$ cat src/rtl/sga_pkg.sv
// Shared definitions for the Snake Game Arcade telemetry transmitter:
// FSM/debug state codes, frame characters, parity modes and hex encoding.
package sga_pkg;

    localparam int FRAME_LEN = 15;

    localparam int PARITY_NONE = 0;
    localparam int PARITY_EVEN = 1;
    localparam int PARITY_ODD  = 2;

    // Codes shown on db_state; START..STOP come from the character shifter
    localparam logic [2:0] ST_IDLE   = 3'd0;
    localparam logic [2:0] ST_LOAD   = 3'd1;
    localparam logic [2:0] ST_START  = 3'd2;
    localparam logic [2:0] ST_DATA   = 3'd3;
    localparam logic [2:0] ST_PARITY = 3'd4;
    localparam logic [2:0] ST_STOP   = 3'd5;

    localparam logic [7:0] CH_H    = 8'h48;
    localparam logic [7:0] CH_A    = 8'h41;
    localparam logic [7:0] CH_S    = 8'h53;
    localparam logic [7:0] CH_L    = 8'h4C;
    localparam logic [7:0] CH_F    = 8'h46;
    localparam logic [7:0] CH_HASH = 8'h23;

    function automatic logic [7:0] hex_ascii(input logic [3:0] v);
        return (v < 4'd10) ? (8'h30 + {4'd0, v}) : (8'h37 + {4'd0, v});
    endfunction

endpackage

$ cat src/rtl/sga_uart_char_tx.sv
// One-character UART shifter: start bit, 8 data bits LSB first, optional parity, one stop bit.
// Handshake: a character is taken on a cycle where valid and ready are both high; ready is high only while idle.
module sga_uart_char_tx
    import sga_pkg::*;
#(
    parameter int BIT_CYC = 434,
    parameter int PARITY  = PARITY_NONE
) (
    input  logic       clock,
    input  logic       reset,
    input  logic       valid,
    output logic       ready,
    input  logic [7:0] data,
    output logic       last,
    output logic [2:0] phase,
    output logic       line
);
    localparam int CW = (BIT_CYC > 1) ? $clog2(BIT_CYC) : 1;

    logic [2:0]    state;
    logic [CW-1:0] baud;
    logic [2:0]    bit_idx;
    logic [7:0]    shift;
    logic          par_bit;
    logic          bit_end;

    assign bit_end = (baud == CW'(BIT_CYC - 1));
    assign ready   = (state == ST_IDLE);
    assign last    = (state == ST_STOP) && bit_end;
    assign phase   = state;

    always_ff @(posedge clock or negedge reset) begin
        if (!reset) begin
            state   <= ST_IDLE;
            baud    <= '0;
            bit_idx <= '0;
            shift   <= '0;
            par_bit <= 1'b0;
            line    <= 1'b1;
        end else begin
            baud <= (state == ST_IDLE || bit_end) ? '0 : baud + CW'(1);

            // The line lags the state by one cycle so it is driven from a flop.
            case (state)
                ST_START:  line <= 1'b0;
                ST_DATA:   line <= shift[0];
                ST_PARITY: line <= par_bit;
                default:   line <= 1'b1;
            endcase

            case (state)
                ST_IDLE: begin
                    if (valid) begin
                        state   <= ST_START;
                        shift   <= data;
                        bit_idx <= '0;
                        par_bit <= (PARITY == PARITY_ODD) ? ~^data : ^data;
                    end
                end
                ST_START: if (bit_end) state <= ST_DATA;
                ST_DATA: begin
                    if (bit_end) begin
                        shift   <= {1'b0, shift[7:1]};
                        bit_idx <= bit_idx + 3'd1;
                        if (bit_idx == 3'd7)
                            state <= (PARITY == PARITY_NONE) ? ST_STOP : ST_PARITY;
                    end
                end
                ST_PARITY: if (bit_end) state <= ST_STOP;
                ST_STOP:   if (bit_end) state <= ST_IDLE;
                default:   state <= ST_IDLE;
            endcase
        end
    end

endmodule

$ cat src/rtl/sga_telemetry_tx.sv
// Game telemetry transmitter: snapshots the game state and sends it as a 15-character
// ASCII frame "HxyAxySssLssFf#" on request or periodically in auto mode.
module sga_telemetry_tx
    import sga_pkg::*;
#(
    parameter int COORD_W    = 3,
    parameter int CLK_HZ     = 50_000_000,
    parameter int BAUD       = 115200,
    parameter int PARITY     = 0,
    parameter int PERIOD_CYC = 5_000_000
) (
    input  logic                 clock,
    input  logic                 reset,
    input  logic                 start,
    input  logic                 auto_en,
    input  logic                 abort,
    input  logic [2*COORD_W-1:0] head,
    input  logic [2*COORD_W-1:0] apple,
    input  logic [5:0]           game_state,
    input  logic [5:0]           size,
    input  logic [2:0]           flags,
    input  logic                 ate_apple,
    output logic                 saida_serial,
    output logic                 busy,
    output logic                 done,
    output logic                 aborted,
    output logic [2:0]           db_state
);
    localparam int BIT_CYC = CLK_HZ / BAUD;
    localparam int PW      = $clog2(PERIOD_CYC + 1);

    localparam logic [1:0] F_IDLE = 2'd0;
    localparam logic [1:0] F_LOAD = 2'd1;
    localparam logic [1:0] F_SEND = 2'd2;

    logic [1:0]           fsm;
    logic [3:0]           idx;
    logic [PW-1:0]        period;
    logic                 abort_pend;
    logic [2*COORD_W-1:0] head_q, apple_q;
    logic [5:0]           gs_q, size_q;
    logic [2:0]           flags_q;
    logic                 ate_q;

    logic       tx_ready, tx_last;
    logic [2:0] tx_phase;
    logic [7:0] cur_char;
    logic       trigger, last_char, stop_here, frame_end;

    assign trigger   = start || (auto_en && period == PW'(PERIOD_CYC - 1));
    assign last_char = (idx == 4'(FRAME_LEN - 1));
    assign stop_here = last_char || abort_pend || abort;
    assign frame_end = (fsm == F_SEND) && tx_last && stop_here;
    assign busy      = (fsm != F_IDLE);

    always_comb begin
        case (fsm)
            F_IDLE:  db_state = ST_IDLE;
            F_LOAD:  db_state = ST_LOAD;
            default: db_state = tx_phase;
        endcase
    end

    // Coordinates are zero-extended to a full hex digit
    always_comb begin
        cur_char = CH_HASH;
        case (idx)
            4'd0:    cur_char = CH_H;
            4'd1:    cur_char = hex_ascii(4'(head_q[COORD_W-1:0]));
            4'd2:    cur_char = hex_ascii(4'(head_q[2*COORD_W-1:COORD_W]));
            4'd3:    cur_char = CH_A;
            4'd4:    cur_char = hex_ascii(4'(apple_q[COORD_W-1:0]));
            4'd5:    cur_char = hex_ascii(4'(apple_q[2*COORD_W-1:COORD_W]));
            4'd6:    cur_char = CH_S;
            4'd7:    cur_char = hex_ascii({2'b00, gs_q[5:4]});
            4'd8:    cur_char = hex_ascii(gs_q[3:0]);
            4'd9:    cur_char = CH_L;
            4'd10:   cur_char = hex_ascii({2'b00, size_q[5:4]});
            4'd11:   cur_char = hex_ascii(size_q[3:0]);
            4'd12:   cur_char = CH_F;
            4'd13:   cur_char = hex_ascii({ate_q, flags_q});
            default: cur_char = CH_HASH;
        endcase
    end

    always_ff @(posedge clock or negedge reset) begin
        if (!reset) begin
            fsm        <= F_IDLE;
            idx        <= '0;
            period     <= '0;
            abort_pend <= 1'b0;
            done       <= 1'b0;
            aborted    <= 1'b0;
            head_q     <= '0;
            apple_q    <= '0;
            gs_q       <= '0;
            size_q     <= '0;
            flags_q    <= '0;
            ate_q      <= 1'b0;
        end else begin
            done    <= 1'b0;
            aborted <= 1'b0;

            if ((fsm == F_IDLE && trigger) || !auto_en)
                period <= '0;
            else if (fsm == F_IDLE)
                period <= period + PW'(1);

            // Abort is only remembered while a frame is in flight
            if (fsm == F_IDLE || frame_end)
                abort_pend <= 1'b0;
            else if (abort)
                abort_pend <= 1'b1;

            case (fsm)
                F_IDLE: begin
                    if (trigger) begin
                        fsm     <= F_LOAD;
                        idx     <= '0;
                        head_q  <= head;
                        apple_q <= apple;
                        gs_q    <= game_state;
                        size_q  <= size;
                        flags_q <= flags;
                        ate_q   <= ate_apple;
                    end
                end
                F_LOAD: if (tx_ready) fsm <= F_SEND;
                F_SEND: begin
                    if (tx_last) begin
                        if (stop_here) begin
                            fsm     <= F_IDLE;
                            done    <= last_char;
                            aborted <= !last_char;
                        end else begin
                            fsm <= F_LOAD;
                            idx <= idx + 4'd1;
                        end
                    end
                end
                default: fsm <= F_IDLE;
            endcase
        end
    end

    sga_uart_char_tx #(
        .BIT_CYC (BIT_CYC),
        .PARITY  (PARITY)
    ) u_char_tx (
        .clock (clock),
        .reset (reset),
        .valid (fsm == F_LOAD),
        .ready (tx_ready),
        .data  (cur_char),
        .last  (tx_last),
        .phase (tx_phase),
        .line  (saida_serial)
    );

endmodule

$ cat config.mk
export PLATFORM = sky130hd
export DESIGN_NAME = sga_telemetry_tx
export DESIGN_NICKNAME = d
export VERILOG_FILES = /design/src/rtl/sga_pkg.sv /design/src/rtl/sga_uart_char_tx.sv /design/src/rtl/sga_telemetry_tx.sv
export SDC_FILE = /design/constraint.sdc
export NUM_CORES = 1
export LEC_CHECK = 0
export ABC_AREA = 1
export BUFFER_PORTS_ARGS = -buffer_cell sky130_fd_sc_hd__buf_4
export CAP_MARGIN = 20
export CORE_UTILIZATION = 45
export CTS_BUF_LIST = sky130_fd_sc_hd__clkbuf_4 sky130_fd_sc_hd__clkbuf_8 sky130_fd_sc_hd__clkbuf_16
export DETAILED_ROUTE_END_ITERATION = 7
export PLACE_DENSITY = 0.7
export SLEW_MARGIN = 20
export SYNTH_ARGS = -nofsm -noshare
export SYNTH_HDL_FRONTEND = slang
export SYNTH_SLANG_ARGS = --single-unit
$ cat constraint.sdc
create_clock -name clock -period 1.7 [get_ports clock]
set_input_delay 0.17 -clock clock [delete_from_list [all_inputs] [get_ports clock]]
set_output_delay 0.17 -clock clock [all_outputs]
set_load 0.005 [all_outputs]
# Word level (Yosys, flattened, before mapping)
# Index checks and enable logic that the tools add are counted.
[totals]
inputBits = 33
ff_bits = 85
word_cells = 155
out_inout_bits = 7
[classes]
muxes = 45
n_eq_ne = 33
addsub = 22
order_cmp = 9
n_reduce_logical = 28
[op_table]
columns = ["op", "count"]
rows = [
  ["$pmux 7 s14", 1],
  ["$mux 7", 9],
  ["$add 6x3->7 const A", 8],
  ["$mux 23", 2],
  ["$add 6x4->7 const A", 6],
  ["$add 6x2->7 const A", 4],
  ["$eq 4x4->1 const B", 7],
  ["$mux 3", 8],
  ["$add 23x1->23 const B", 1],
  ["$eq 23x23->1 const B", 1],
  ["$eq 4x3->1 const B", 4],
  ["$lt 3x4->1 const B", 4],
  ["$mux 8", 2],
  ["$pmux 8 s2", 1],
  ["$pmux 3 s5", 1],
  ["$lt 4x4->1 const B", 3],
  ["$mux 4", 3],
  ["$ne 2x1->1 const B", 6],
  ["$pmux 3 s2", 2],
  ["$reduce_bool 2->1", 5],
  ["$add 9x1->9 const B", 1],
  ["$eq 3x3->1 const B", 3],
  ["$eq 9x9->1 const B", 1],
  ["$mux 1", 9],
  ["other kinds (25)", 45],
]

# Logic depth before layout (Yosys ltp)
# Gate-level depths: netlist of run 1.
[logic_depth]
word_depth = 6
ltp_mapped = 17
depth_no_buf = 17

# By module
# A second synthesis of run 1 with hierarchy kept.
[unflattened]
cells_unflattened = 713
area_unflattened_um2 = 5220.0
[modules_own_cells]
columns = ["module", "cells_each", "seq_area_each_um2", "area_each_um2", "n_inst"]
rows = [
  ["sga_telemetry_tx", 516, 1501.4, 3692.3, 1],
  ["sga_uart_char_tx", 197, 626.9, 1527.7, 1],
]

# Worst setup path before layout of run 1
# No wires, ideal clock.
[synth_timing]
path_type = "register to register"
startpoint = "register idx[1]"
endpoint = "register u_char_tx.par_bit"
n_path_buf = 1
stages_incl_launch_ff = 16
period_less_slack_ns = 1.793
setup_time_ns = 0.116
t_required_ns = 1.584
setup_slack_ns = -0.093
t_arrival_ns = 1.676
path_cell_list = "dfrtp_1 > inv_1 > ha_1 > buf_2 > nand3_1 > nand2_1 > nor2_1 > nand3_2 > nand3_1 > nand2_1 > nand3_1 > nand2_1 > nand2_1 > nand2_1 > nand2_1 > nand2_1"
[synth_between]
elab_chain_len = 3
elab_cells_between_ends = 16
classes_between = "eq/ne: 13; mux: 1; reduce/logical: 2"
[synth_rtl]
columns = ["item", "line_no", "text"]
rows = [
  ["start: declaration", "sga_telemetry_tx.sv:37", "logic [3:0] idx;"],
  ["start signal: assignment", "sga_telemetry_tx.sv:137", "idx <= idx + 4'd1;"],
  ["$eq 4x4->1, or another cell as far along", "sga_telemetry_tx.sv:67", "case (idx)"],
  ["$pmux 7 s14 *", "sga_telemetry_tx.sv:67", ""],
  ["$reduce_xor 8->1 *", "sga_uart_char_tx.sv:57", "par_bit <= (PARITY == PARITY_ODD) ? ~^data : ^data;"],
  ["end signal: assignment", "sga_uart_char_tx.sv:57", ""],
  ["end: declaration", "sga_uart_char_tx.sv:24", "logic par_bit;"],
]
# Every way passes the cells marked *; elsewhere a longest branch is shown, timed or not.
# A chain may end at the register's enable or synchronous reset.

# Final worst setup path of run 1
[layout_timing]
startpoint = "register period[1]"
endpoint = "register apple_q[1]"
[layout_between]
elab_chain_len = 4
[layout_rtl]
columns = ["item", "line_no", "text"]
rows = [
  ["start: declaration", "sga_telemetry_tx.sv:38", "logic [PW-1:0] period;"],
  ["start signal: assignment", "sga_telemetry_tx.sv:107", "period <= period + PW'(1);"],
  ["$eq 23x23->1", "sga_telemetry_tx.sv:50", "assign trigger = start || (auto_en && period == PW'(PERIOD_CYC - 1));"],
  ["$logic_and 1x1->1", "sga_telemetry_tx.sv:50", ""],
  ["$logic_or 1x1->1", "sga_telemetry_tx.sv:50", ""],
  ["$reduce_and 2->1 (no line)", "n/a", ""],
  ["end signal: assignment", "sga_telemetry_tx.sv:121", "apple_q <= apple;"],
  ["end: declaration", "sga_telemetry_tx.sv:40", "logic [2*COORD_W-1:0] head_q, apple_q;"],
]
# Every way passes these cells.

==> out/results.tsv, run 1 <==
metric	value	unit
outcome	complete, but fails checks	
violations	negative setup slack	
drt_iter0_markers	225	
multi_input_area	2970	um2
yosys-top-cells-count	nand2_1 (149), nor2_1 (90), dfrtp_1 (83)	
syn_nets	693	
cts_made_buffers	9	
rows	38	
die_w	107	um
grt_max_degree	45	
cts_tree	built	
power.leakage	3.62	nW
cts-root-buf	clkbuf_8	
grt_pass1_vias	4851	
synth_edf_count	0	
vias	4920	
finalWorstSetupSlack	-348	ps
cts.path.max_buffers	2	
cts.sinks	84	
power.density	528	nW/um2
max_clock_freq	0.488	GHz
place_area	6180	um2
seq_area	2110	um2
wl_per_cell	14.0	um
start_util	46.1	%
timing.hold.ws	15.5	ps
cp-end-kind	flip-flop	
grt.total_usage	23.6	%
remaining_drc_errors	0	
ant_nets	0	
finalPower	3.79	mW
place.gp.congestion	0.913	
drt_wl_total	13300	um
grt_pass1_wl	21300	um
worst_pin_slew	393	ps
yosys_register_bits	84	
synth_largest_area_cell	dfrtp_1	
die_h	107	um
ys_types	39	
routed_via_density	5.15	
final_hold_viol_count	0	
cp.required	1960	ps
port_buffers	39	
synthArstFlopShare	100	%
skew	10.3	ps
cts_max_level	3	
stdcell_area	7180	um2
finalCritPeriodShare	120	%
finalSetupTns	-13710	ps
drive_gt1_share	40.4	%
period_minus_slack	2050	ps
antenna_cells	0	
min-delay-path-class	in -> reg	
synthFlopType	dfrtp_1	
yosys_warnings	0	
drv_slew	0	
nFillCells	834	
clk_pin_slew	90	ps
firstDrtPassIters	4	
synthTopCellsByArea	dfrtp_1 (42%), nand2_1 (11%), nor2_1 (6.8%)	
worstSetupPathType	reg -> reg	
yosysSeqAreaShare	42.3	%
crit_path_start_kind	flip-flop	
path_max_fanout	5	
rsz0062_at_grt	true	
fin_nets	855	
grt_overflow_total	0	
netlist_area	4970	um2
place_hpwl	9030	um
yosysMostFrequentCell	nand2_1	
vdd_drop_max	0.470	mV
yosys.area.top_type_share	41.8	%
dieArea	11500	um2
setup_viol	65	
ioPinCount	40	
cap_violations	0	
netlist_instances	648	
worstSkewPairLatency	380	ps
synth_area_per_cell	7.68	um2
slew_headroom	73.8	%
area_growth	44.4	%
worstPathArrival	2310	ps
core	10800	um2
grt_antenna_before_repair	0	
power breakdown:
part / internal [mW] / switching (mW)
clock: 0.877 / 0.766
combinational: 0.0707 / 0.0830
sequential: 2.00 / 0.000000000000000153
path summary, 6_finish.rpt:
path | from | endpoint | slack [ps] | cells after the start
worst max register to register | period[1] | apple_q[1] | -350 | 10
worst min-delay path | apple[2] | apple_q[2] | 20 | 2
max in group asynchronous | reset | u_char_tx.line | 830 | 3
min in group asynchronous | reset | flags_q[0] | 240 | 2
worst max-delay path | period[1] | apple_q[1] | -350 | 10
worst min register to register | gs_q[5] | gs_q[5] | 520 | 1
layout make-up:
| class | count | area share (%) |
|---|---|---|
| multi-input combinational | 467 | 41.4 |
| sequential | 84 | 29.3 |
| timing repair buffer | 162 | 19.3 |
| inverter | 86 | 4.56 |
| tap | 140 | 2.44 |
| clock buffer | 11 | 2.02 |
| clock inverter | 5 | 1.05 |
metal layers:
| metal | global-route usage (%) | up-vias | share of wire [%] |
|---|---|---|---|
| li1 | - | 2422 | - |
| met1 | 27.8 | 2353 | 43 |
| met2 | 41.5 | 114 | 51 |
| met3 | 3.95 | 31 | 3.1 |
| met4 | 11.4 | 0 | 2.6 |
| met5 | 0 | - | 0 |
state kept, by name (all words and copies together) (netlist names):
signal,cells
idx,4
ate_q,1
fsm,2
gs_q,6
aborted,1
period,23
abort_pend,1
u_char_tx.baud,9
size_q,6
apple_q,6
u_char_tx.phase,3
u_char_tx.bit_idx,3
done,1
u_char_tx.par_bit,1
u_char_tx.shift,7
flags_q,3
u_char_tx.line,1
head_q,6
repair_timing:
action	4_1_cts	5_1_grt
setup buffers	12	8
cloned	2	1
resized for setup	63	103
pin swaps	18	25
endpoints found under the setup margin	68	72
hold buffers	1	0
endpoints found under the hold margin	24	0
worst max-delay path: stages, from the launching register on:
cell and delay (ps):
dfrtp_1 370, ha_2 200, nand2_2 60, nor2_4 130, nand3_2 110, nor3_2 160
nand4_1 150, nand2_2 190, nand2_4 120, buf_6 170, mux2_4 290
cells in the final DEF (no fill, tap or decap), types with 3 or more instances in the layout:
cell / count
nor2_4: 15
nor3_1: 10
o21ai_0: 8
buf_8: 3
a31oi_1: 6
nor2_1: 62
o21ai_2: 7
nand3_2: 10
dfrtp_1: 81
buf_6: 18
nand2_1: 137
nand3_4: 6
o21a_1: 3
inv_2: 14
nand2_2: 15
nand4_1: 13
clkbuf_8: 10
ha_1: 6
mux2_2: 4
nor2_2: 26
inv_1: 71
clkinv_2: 3
o21ai_1: 3
nand3_1: 46
a21oi_2: 10
ha_2: 3
nor3_2: 7
nor3b_1: 3
ha_4: 3
a21oi_1: 23
xor2_1: 6
nand2_4: 5
buf_4: 135
mux2_4: 11
buf_12: 3
stage by stage:
stage / util, % / setup WS (ps) / std cells
after CTS: 62.5 / -217 / 950
after global routing: 66.6 / -443 / 955
after detailed placement: 57.3 / -356 / 920
final: 66.6 / -348 / 955
after global placement: 57.3 / -278 / 920
after floorplan: - / -72.4 / 648
kinds of logic (layout without fill, tap and decap cells):
group / Yosys count / count (layout) / share of synthesized area [%]
and+or+nand+nor: 362 / 363 / 32.9
buffers and inverters: 98 / 264 / 8.18
DFF: 84 / 84 / 42.3
AOI/OAI and AO/OA: 67 / 67 / 7.62
muxes: 16 / 16 / 4.43
adders and majority gates: 12 / 12 / 3.02
xor gates and xnor gates: 9 / 9 / 1.58
(Power assumes the default switching activity.)
==> inputs of run 2 (changes only) <==
--- a/config.mk
+++ b/config.mk
@@ -8,6 +8,7 @@
 export ABC_AREA = 1
 export BUFFER_PORTS_ARGS = -buffer_cell sky130_fd_sc_hd__buf_4
 export CAP_MARGIN = 20
+export CORE_ASPECT_RATIO = 0.8
 export CORE_UTILIZATION = 45
 export CTS_BUF_LIST = sky130_fd_sc_hd__clkbuf_4 sky130_fd_sc_hd__clkbuf_8 sky130_fd_sc_hd__clkbuf_16
 export DETAILED_ROUTE_END_ITERATION = 7
==> out/results.tsv, run 2 (synthesis gave the netlist of run 1 again) <==
metric	value	unit	change
die_w	120	um	+12%
grt_pass1_vias	4989		+2.8%
r2r_setup_slack	-300	ps	+50 ps
min_from	apple[3]		
area_growth	52.2	%	
power.density	553	nW/um2	+4.7%
ant_nets	0		unchanged
firstDrtPassIters	4		unchanged
cts_max_level	3		unchanged
cp_top_family	simple AND/OR/NAND/NOR gates		
drt_iter0_markers	248		+10%
violations	negative setup slack		
cts.sinks	84		unchanged
cp.required	1920	ps	-40 ps
worstPathArrival	2220	ps	-90 ps
timing.hold.ws	59.0	ps	+43.5 ps
regMostFlops	period		
die_h	96.0	um	-10%
grt.total_usage	24.2	%	+0.63 points
grt_max_degree	37		-18%
cts_made_buffers	9		unchanged
layout_commonest_cell	buf_4		
worstSetupPathType	reg -> reg		
antenna_cells	0		unchanged
clk_pin_slew	60	ps	-30 ps
power.leakage	3.77	nW	+4.4%
fin_nets	868		+1.5%
grt_overflow_total	0		unchanged
remaining_drc_errors	0		unchanged
cts-root-buf	clkbuf_16		
path_buf_inv	1		unchanged
period_minus_slack	2000	ps	-48.7 ps
slew_headroom	66.1	%	-7.7 points
worstSkewPairLatency	340	ps	-40 ps
skew	6.62	ps	-3.71 ps
largest_reg_flops	23		unchanged
cpMostUsedCell	nand2_2		
cts_tree	built		
drt_wl_total	14300	um	+7.4%
vdd_drop_max	0.440	mV	-6.4%
dieArea	11500	um2	about the same
drv_slew	0		unchanged
finalWorstSetupSlack	-299	ps	+48.7 ps
path_cells	ha_2 -> nand2_2 -> nor2_4 -> nand3_2 -> nor3_2 -> nand4_1 -> nand2_2 -> nand2_8 -> clkbuf_16 -> mux2_4		
crit_path_start_kind	flip-flop		
dp.cells	930		+1.1%
vias	5051		+2.7%
hold_end	apple_q[3]		
final_hold_viol_count	0		unchanged
cp-end-kind	flip-flop		
crit_slowest_cell	dfrtp_1		
port_buffers	39		unchanged
outcome	complete, but fails checks		
grt_pass1_wl	22300	um	+4.5%
drive_gt1_share	42.1	%	+1.8 points
rows	33		-13%
nFillCells	742		-11%
hold_depth	2		unchanged
cts.path.max_buffers	2		unchanged
r2r_start	period[1]		
wl_per_cell	14.8	um	+6.0%
slowest_delay	380	ps	about the same
start_util	47.4	%	+1.3 points
final_cell_mix	buf_4 (144), nand2_1 (137), dfrtp_1 (82)		
crit_cells	10		unchanged
reg2reg_depth	10		unchanged
place.gp.congestion	0.931		+1.9%
routed_via_density	5.22		+1.3%
cap_violations	0		unchanged
r2r_end	head_q[2]		
grt_antenna_before_repair	0		unchanged
finalCritPeriodShare	118	%	-2.9 points
setup_viol	72		+11%
rsz0062_at_grt	true		
min-delay-path-class	in -> reg		
core	10500	um2	-2.8%
path_max_fanout	7		+2
fin_cells	968		+1.4%
top_regs	period (23), u_char_tx.baud (9), u_char_tx.shift (7)		
place_hpwl	9320	um	+3.3%
ioPinCount	40		unchanged
worst_pin_slew	508	ps	+115 ps
max_clock_freq	0.500	GHz	+2.4%
## run 2: layout make-up
class	count	area, um2	area share [%]
multi-input cells	466	3100	40.9
clock inverters	5	61.3	0.810
repair buffers	176	1560	20.6
flip-flops and latches	84	2100	27.8
inverters	86	325	4.30
clock buffers	11	246	3.26
well taps	140	175	2.31
## run 2: repair_timing
| item | CTS | global route |
|---|---|---|
| endpoints found under the hold margin | 33 | 0 |
| buffers inserted | 19 | 8 |
| endpoints found under the setup margin | 71 | 82 |
| resized for setup | 96 | 90 |
| pin swaps | 23 | 23 |
| hold buffers | 1 | 0 |
| cloned | 1 | 4 |
## run 2: power by group
part	leakage, nW	total, mW	switching (mW)	internal (mW)
Sequential	1.03	2.00	0.000000000000000203	2.00
Combinational	2.59	0.169	0.0886	0.0799
Clock	0.153	2.02	0.816	1.20
## run 2: metal layers
metal  track usage, %  up-vias  part of all wire (%)
met2             44.4      136                    51
met1             29.3     2442                    42
met5                0        -                     0
met4             6.88        0                   2.1
li1                 -     2442                     -
met3             4.38       31                   4.5
## run 2: worst register-to-register path: stages (launching register included)
cell and delay (ps):
dfrtp_1 380, ha_2 200, nand2_2 70, nor2_4 100, nand3_2 100, nor3_2 110
nand4_1 160, nand2_2 160, nand2_8 110, clkbuf_16 210, mux2_4 290
## run 2: worst max path at each step
stage,from,end,slack [ps]
floorplan,period[1],apple_q[0],-70
global placement,idx[0],u_char_tx.par_bit,-310
detailed placement,idx[0],u_char_tx.par_bit,-370
CTS,idx[1],u_char_tx.par_bit,-270
global route,idx[0],u_char_tx.par_bit,-450
finish,period[1],head_q[2],-300
## run 2: through the flow
stage	power, mW	setup WS, ps	TNS [ps]	cell area (um2)	utilization, %
floorplan	2.05	-72.4	-869	4990	-
global placement	2.17	-315	-9650	6310	60.1
detailed placement	2.18	-374	-11940	6310	60.1
CTS	4.20	-268	-10200	7120	67.9
global route	4.31	-453	-20640	7570	72.2
finish	4.18	-299	-11960	7570	72.2
